File: config.mk
export PLATFORM = sky130hd
export DESIGN_NAME = memory_control
export DESIGN_NICKNAME = d
export VERILOG_FILES = /design/src/rtl/cpu_types_pkg.sv /design/src/rtl/mc_arbiter.sv /design/src/rtl/memory_control.sv
export SDC_FILE = /design/constraint.sdc
export NUM_CORES = 1
export LEC_CHECK = 0
export ABC_AREA = 1
export BUFFER_PORTS_ARGS = -buffer_cell sky130_fd_sc_hd__buf_2
export CAP_MARGIN = 0
export CORE_AREA = 5 5 102 104
export CTS_CLUSTER_DIAMETER = 80
export DETAILED_ROUTE_END_ITERATION = 8
export DIE_AREA = 0 0 107 109
export PLACE_DENSITY = 0.72
export SLEW_MARGIN = 20
export SYNTH_ARGS = -nofsm -noshare
export SYNTH_HDL_FRONTEND = slang
export SYNTH_HIERARCHICAL = 1
export SYNTH_SLANG_ARGS = --single-unit
File: constraint.sdc
create_clock -name CLK -period 4.5 [get_ports CLK]
set_input_delay 1.35 -clock CLK [delete_from_list [all_inputs] [get_ports CLK]]
set_output_delay 1.35 -clock CLK [all_outputs]
set_load 0.01 [all_outputs]
File: src/rtl/cpu_types_pkg.sv
// Shared CPU-side types: data word, RAM handshake state and
// the memory controller's FSM and grant encodings.
package cpu_types_pkg;

    typedef logic [31:0] word_t;

    typedef enum logic [1:0] {
        FREE   = 2'd0,
        BUSY   = 2'd1,
        ACCESS = 2'd2,
        ERROR  = 2'd3
    } ramstate_t;

    typedef enum logic [1:0] {
        IDLE    = 2'd0,
        SERVE_I = 2'd1,
        SERVE_D = 2'd2
    } mc_state_t;

    typedef enum logic {
        GRANT_I = 1'b0,
        GRANT_D = 1'b1
    } grant_t;

endpackage

File: src/rtl/mc_arbiter.sv
// Round-robin pick between the icache and dcache ports,
// plus the register remembering which port was served last.
module mc_arbiter
    import cpu_types_pkg::*;
(
    input  logic CLK,
    input  logic nRST,
    input  logic i_dreq,
    input  logic i_ireq,
    input  logic i_upd,
    input  logic i_upd_d,
    output logic o_pick_d
);

    grant_t r_last;
    logic   w_pick_d;

    // Favour the port that was not served last when both request
    always_comb begin
        w_pick_d = 1'b0;
        if (i_dreq && i_ireq) begin
            w_pick_d = (r_last == GRANT_I);
        end else begin
            w_pick_d = i_dreq;
        end
    end

    // Record the port whose access just completed
    always_ff @(posedge CLK) begin
        if (!nRST) begin
            r_last <= GRANT_I;
        end else if (i_upd) begin
            r_last <= i_upd_d ? GRANT_D : GRANT_I;
        end
    end

    assign o_pick_d = w_pick_d;

endmodule

File: src/rtl/memory_control.sv
// Memory controller: arbitrates icache and dcache requests onto
// the single RAM port and returns wait/load to each cache.
module memory_control
    import cpu_types_pkg::*;
#(
    parameter int TIMEOUT = 1023,
    parameter int CNT_W   = 10
) (
    input  logic        CLK,
    input  logic        nRST,
    input  logic        iREN,
    input  logic [31:0] iaddr,
    output logic        iwait,
    output logic [31:0] iload,
    input  logic        dREN,
    input  logic        dWEN,
    input  logic [31:0] daddr,
    input  logic [31:0] dstore,
    output logic        dwait,
    output logic [31:0] dload,
    output logic        ramREN,
    output logic        ramWEN,
    output logic [31:0] ramaddr,
    output logic [31:0] ramstore,
    input  logic [31:0] ramload,
    input  logic [1:0]  ramstate,
    output logic        merr
);

    localparam logic [CNT_W-1:0] LP_TMO    = CNT_W'(TIMEOUT);
    localparam logic [CNT_W-1:0] LP_TMO_M1 = CNT_W'(TIMEOUT - 1);

    mc_state_t        r_state;
    mc_state_t        w_next;
    logic [CNT_W-1:0] r_cnt;
    logic             r_merr;
    logic             w_dreq;
    logic             w_acc;
    logic             w_rerr;
    logic             w_pick_d;
    logic             w_done;
    logic             w_done_d;
    logic             w_clr;
    logic             w_inc;
    logic             w_err;

    assign w_dreq   = dREN | dWEN;
    assign w_acc    = (ramstate_t'(ramstate) == ACCESS);
    assign w_rerr   = (ramstate_t'(ramstate) == ERROR);
    assign w_done_d = (r_state == SERVE_D);
    assign merr     = r_merr;

    mc_arbiter u_arb (
        .CLK      (CLK),
        .nRST     (nRST),
        .i_dreq   (w_dreq),
        .i_ireq   (iREN),
        .i_upd    (w_done),
        .i_upd_d  (w_done_d),
        .o_pick_d (w_pick_d)
    );

    // Next state, RAM muxing and cache responses; all quiet during reset
    always_comb begin
        iwait    = 1'b1;
        dwait    = 1'b1;
        iload    = '0;
        dload    = '0;
        ramREN   = 1'b0;
        ramWEN   = 1'b0;
        ramaddr  = '0;
        ramstore = '0;
        w_next   = r_state;
        w_done   = 1'b0;
        w_clr    = 1'b0;
        w_inc    = 1'b0;
        w_err    = 1'b0;
        if (nRST) begin
            case (r_state)
                IDLE: begin
                    if (w_dreq || iREN) begin
                        w_next = w_pick_d ? SERVE_D : SERVE_I;
                    end
                end
                SERVE_I: begin
                    if (!iREN) begin
                        w_next = IDLE;
                        w_clr  = 1'b1;
                    end else begin
                        ramREN  = 1'b1;
                        ramaddr = iaddr;
                        if (w_acc) begin
                            iwait  = 1'b0;
                            iload  = ramload;
                            w_done = 1'b1;
                            w_clr  = 1'b1;
                            w_next = w_dreq ? SERVE_D : IDLE;
                        end else begin
                            w_inc = 1'b1;
                            w_err = w_rerr;
                        end
                    end
                end
                SERVE_D: begin
                    if (!w_dreq) begin
                        w_next = IDLE;
                        w_clr  = 1'b1;
                    end else begin
                        ramaddr = daddr;
                        if (dWEN) begin
                            ramWEN   = 1'b1;
                            ramstore = dstore;
                        end else begin
                            ramREN = 1'b1;
                        end
                        if (w_acc) begin
                            dwait  = 1'b0;
                            dload  = dWEN ? '0 : ramload;
                            w_done = 1'b1;
                            w_clr  = 1'b1;
                            w_next = iREN ? SERVE_I : IDLE;
                        end else begin
                            w_inc = 1'b1;
                            w_err = w_rerr;
                        end
                    end
                end
                default: w_next = IDLE;
            endcase
        end
    end

    // Grant FSM state register
    always_ff @(posedge CLK) begin
        if (!nRST) begin
            r_state <= IDLE;
        end else begin
            r_state <= w_next;
        end
    end

    // Wait-cycle counter, saturating at the timeout value
    always_ff @(posedge CLK) begin
        if (!nRST) begin
            r_cnt <= '0;
        end else if (w_clr) begin
            r_cnt <= '0;
        end else if (w_inc && (r_cnt != LP_TMO)) begin
            r_cnt <= r_cnt + CNT_W'(1);
        end
    end

    // Sticky error: RAM error while granted, or the wait hits the timeout
    always_ff @(posedge CLK) begin
        if (!nRST) begin
            r_merr <= 1'b0;
        end else if (w_err || (w_inc && (r_cnt >= LP_TMO_M1))) begin
            r_merr <= 1'b1;
        end
    end

endmodule

== Word-level counts from Yosys, hierarchy flattened ==
Cells that the tools add are included.

* Bitwise operators: 3
* Add/subtract/negate cells: 1
* Reduce and logical (&&, ||, !) cells: 8
* $lt $le $gt $ge: 1
* Eq/ne operators: 8
* Muxes and demuxes: 62

{| class="wikitable"
|+ Operators by type and width
! operator !! number
|-
| $mux W32 || 16
|-
| $pmux W32 S2 || 1
|-
| $mux W1 || 32
|-
| $mux W2 || 7
|-
| $add A10 B1 Y10 const B || 1
|-
| $ge A10 B10 Y1 const B || 1
|-
| $ne A10 B10 Y1 const B || 1
|-
| $pmux W1 S2 || 5
|-
| $eq A2 B2 Y1 const B || 3
|-
| $ne A3 B3 Y1 const B || 2
|-
| $pmux W2 S3 || 1
|-
| $logic_and A1 B1 Y1 || 3
|-
| $reduce_and A3 Y1 || 1
|-
| $eq A2 B1 Y1 const B || 1
|-
| $logic_not A2 Y1 || 1
|-
| $logic_or A1 B1 Y1 || 2
|-
| $ne A2 B2 Y1 const B || 1
|-
| $not A1 Y1 || 2
|-
| $reduce_or A2 Y1 || 1
|-
| $or A1 B1 Y1 || 1
|}

* Output and inout bits: 133
* Bits in registers: 14

== Logic depth before layout (Yosys ltp) ==
* Depth after elaboration: 7
* Gate-level depth with buffers: 10
* Mapped depth without buffers: 10

== Hierarchy ==
Netlist, hierarchy kept.

{| class="wikitable"
|+ By module, submodules not included
! module !! area an instance (um^2) !! times used !! cells each
|-
| memory_control || 2,107.0 || 1 || 416
|-
| mc_arbiter || 48.8 || 1 || 7
|}

== Worst setup path before layout ==
Ideal clock, no wire load.

* Path type: input -> output
* Start: in ramstate[0]
* End: out dload[10]
* Arrival time: 2,185 ps
* Slack: 965 ps
* Cell stages on the path: 6
* Cells stage by stage: inv_1 > nand2_2 > nor2_2 > inv_2 > clkbuf_1 > nor3_1

* Longest elaborated chain between the ends: 5

{| class="wikitable"
|+ RTL lines
! element !! line !! RTL
|-
| start, declared || memory_control.sv:26 || <nowiki>input logic [1:0] ramstate,</nowiki>
|-
| $eq A2 B2 Y1 || memory_control.sv:48 || <nowiki>assign w_acc = (ramstate_t'(ramstate) == ACCESS);</nowiki>
|-
| $mux W32 || memory_control.sv:116 || <nowiki>if (w_acc) begin</nowiki>
|-
| $mux W32 || memory_control.sv:105 || <nowiki>if (!w_dreq) begin</nowiki>
|-
| $mux W32 || memory_control.sv:79 || <nowiki>case (r_state)</nowiki>
|-
| $mux W32 || memory_control.sv:78 || <nowiki>if (nRST) begin</nowiki>
|-
| end, declared || memory_control.sv:20 || <nowiki>output logic [31:0] dload,</nowiki>
|}

No other way between the ends.

== Final worst setup path ==
* Start: in dWEN
* End: out dload[31]

* Longest elaborated chain between the ends: 5
* Elaborated cells between the ends (all ways): 6
* Those cells by class: 5 x mux; 1 x bitwise

{| class="wikitable"
|+ RTL lines
! element !! line !! RTL
|-
| start, declared || memory_control.sv:16 || <nowiki>input logic dWEN,</nowiki>
|-
| $mux W32 || memory_control.sv:118 || <nowiki>dload = dWEN ? '0 : ramload;</nowiki>
|-
| $mux W32 || memory_control.sv:116 ||
|-
| $mux W32 (*) || memory_control.sv:105 ||
|-
| $mux W32 (*) || memory_control.sv:79 ||
|-
| $mux W32 (*) || memory_control.sv:78 ||
|}

Every way passes the cells marked *; elsewhere a longest branch is shown, timed or not.

==> results.sh <==
export IMPL_status="finished clean"
export IMPL_cts_made_buffers=3
export IMPL_htree_num_levels=1
export IMPL_syn_to_final_growth_pct=69.5
export IMPL_slowest_stage="inv_1"
export IMPL_powerDensity_nw_per_um2=232
export IMPL_design_area_um2=3650
export IMPL_mostFrequentLayoutCells="buf_2, nor2_1, inv_1"
export IMPL_path_max_fanout=33
export IMPL_cts_tree="yes"
export IMPL_clk_path_buf_depth=2
export IMPL_rows=36
export IMPL_grt_pass1_wl_um=16800
export IMPL_cts_clk_slew_worst_paths_ns=0.06
export IMPL_irDropWorstVdd_v=0.000138
export IMPL_grt_setup_unrepaired="no"
export IMPL_seq_area_frac_synth=0.130
export IMPL_grt_max_degree=34
export IMPL_hold_ws_ns=0.490
export IMPL_final_common_cell="buf_2"
export IMPL_synth_top_area_frac=0.202
export IMPL_fmax_mhz=249
export IMPL_ant_nets=0
export IMPL_ys_ff_latch=14
export IMPL_syn_nets=564
export IMPL_num_fill_cells=1064
export IMPL_tightestPinTransition_ns=0.942
export IMPL_viasPerCell=4.40
export IMPL_cts_root_buf="clkbuf_8"
export IMPL_post_cts_setup_buffer_count=0
export IMPL_slew_viol_final=0
export IMPL_chipHeight_um=109
export IMPL_cts_resized=0
export IMPL_p_leak_nw=2.38
export IMPL_slowest_delay_ns=0.41
export IMPL_drt_wl_total_um=11800
export IMPL_vias=3485
export IMPL_core_area_um2=9460
export IMPL_clock_sinks=14
export IMPL_setup_viol=0
export IMPL_hp_class="reg -> reg"
export IMPL_nets=820
export IMPL_cp_cell_sequence="buf_2 > nor3_1 > inv_1 > nor3_1 > buf_2"
export IMPL_startpoint_type="input port"
export IMPL_synth_area_um2=2160
export IMPL_track_usage=0.180
export IMPL_grt_pass1_vias=3211
export IMPL_slew_headroom=0.371
export IMPL_die_w_um=107
export IMPL_maxCapViolations=0
export IMPL_hold_buffers=0
export IMPL_min_period_ns=4.02
export IMPL_hpwlAfterDp_um=9960
export IMPL_first_pass_iters=4
export IMPL_drc=0
export IMPL_netlist_cell_type_count=24
export IMPL_placed_area_um2=3610
export IMPL_syn_inst=423
export IMPL_end_kind="output port"
export IMPL_die_area_um2=11700
export IMPL_critical_path_class="in -> out"
export IMPL_worstPathArrival_ns=2.67
export IMPL_clk_latency_ns=0.25
export IMPL_drive_above_1_share=0.424
export IMPL_place_gp_congestion=0.851
export IMPL_wl_per_cell_um=14.8
export IMPL_yosys_area_top_type="nor2_1"
export IMPL_fin_util=0.386
export IMPL_start_util=0.228
export IMPL_tns_ns=0
export IMPL_top_level_ports=268
export IMPL_drtIter0Drc=313
export IMPL_cp_required_ns=3.15
export IMPL_finClkSkew_ns=0.00491
export IMPL_syn_avg_cell_area_um2=5.10
export IMPL_ys_warn_count=6
export IMPL_overflow=0
export IMPL_synthTopCellsByArea="nor2_1, inv_1, dfxtp_1"
export IMPL_io_buffer_count=267
export IMPL_fin_crit_sh=0.893
export IMPL_hold_viol=0
export IMPL_antenna_found_initial=0
==> worst paths after layout <==
kind | end | cells after the start | slack [ns] | from
setup / recovery | dload[31] | 5 | 0.48 | dWEN
hold / removal | u_arb/r_last$_SDFFE_PN0P_ | 2 | 0.49 | u_arb/r_last$_SDFFE_PN0P_
setup reg to reg | r_cnt[5]$_SDFFE_PP0P_ | 9 | 2.33 | r_state[0]$_SDFFE_PN0P_
hold reg to reg | u_arb/r_last$_SDFFE_PN0P_ | 2 | 0.49 | u_arb/r_last$_SDFFE_PN0P_
==> layout make-up <==
type,count,area (µm²),share of cell area
Multi-Input combinational cell,295,1440,0.394
Timing Repair Buffer,272,1400,0.383
Inverter,93,349,0.0955
Sequential cell,14,280,0.0767
Tap cell,114,143,0.0390
Clock buffer,3,41.3,0.0113
Antenna cell,1,2.50,0.000685
==> critical path, delay by kind of cell <==
| family | cells | cell delay, ns |
|---|---|---|
| buf+inv | 3 | 0.74 |
| simple gates | 2 | 0.58 |
==> metal layers <==
metal	vias up	global-route usage	share of wire
li1	1807	-	-
met1	1525	0.229	0.41
met2	143	0.319	0.50
met3	10	0.0397	0.073
met4	0	0.0237	0.0083
met5	-	0	0
==> through the flow <==
| stage | power, mW | setup WS [ns] | cells |
|---|---|---|---|
| floorplan | 0.520 | 0.965 | 423 |
| global placement | 0.749 | 0.521 | 788 |
| detailed placement | 0.749 | 0.539 | 788 |
| CTS | 0.857 | 0.529 | 791 |
| global route | 0.938 | 0.385 | 791 |
| finish | 0.849 | 0.482 | 792 |
==> report_power, final <==
group	total, mW	internal [mW]	leakage (nW)	switching (mW)
clock	0.105	0.0593	0.0216	0.0454
combinational	0.593	0.217	2.25	0.376
sequential	0.151	0.139	0.113	0.0129
total	0.849	0.414	2.38	0.435
==> flip-flops by register name, summed over array words and instances (netlist names) <==
signal and cells:
merr 1, r_cnt 10, r_state 2, u_arb/r_last 1
==> cell usage after synthesis <==
library cell and number:
nor2_1 116, o211ai_1 1, nand3_4 1, o21ai_0 2, nor3_2 1, ha_1 6
nand4_1 3, inv_1 90, a21boi_0 1, inv_2 3, dfxtp_1 14, nand3_1 15
clkbuf_1 11, nand2_2 2, a21oi_1 8, xor2_1 3, a22oi_1 32, nor2_2 3
buf_1 3, xnor2_1 1, nor3_1 36, buf_2 7, nor2_4 2, nand2_1 62
==> kinds of logic (layout without fill, tap and decap cells) <==
logic type,count (synthesis),in the layout,share of synthesized area
AND/OR/NAND/NOR,241,241,0.475
buffers and inverters,114,368,0.203
AO/OA/AOI/OAI,44,44,0.142
flip-flops,14,14,0.130
adder cells (fa/ha/maj),6,6,0.0348
XOR/XNOR,4,4,0.0163
other,0,1,0
Note: power is estimated with default switching activity, not from simulation.
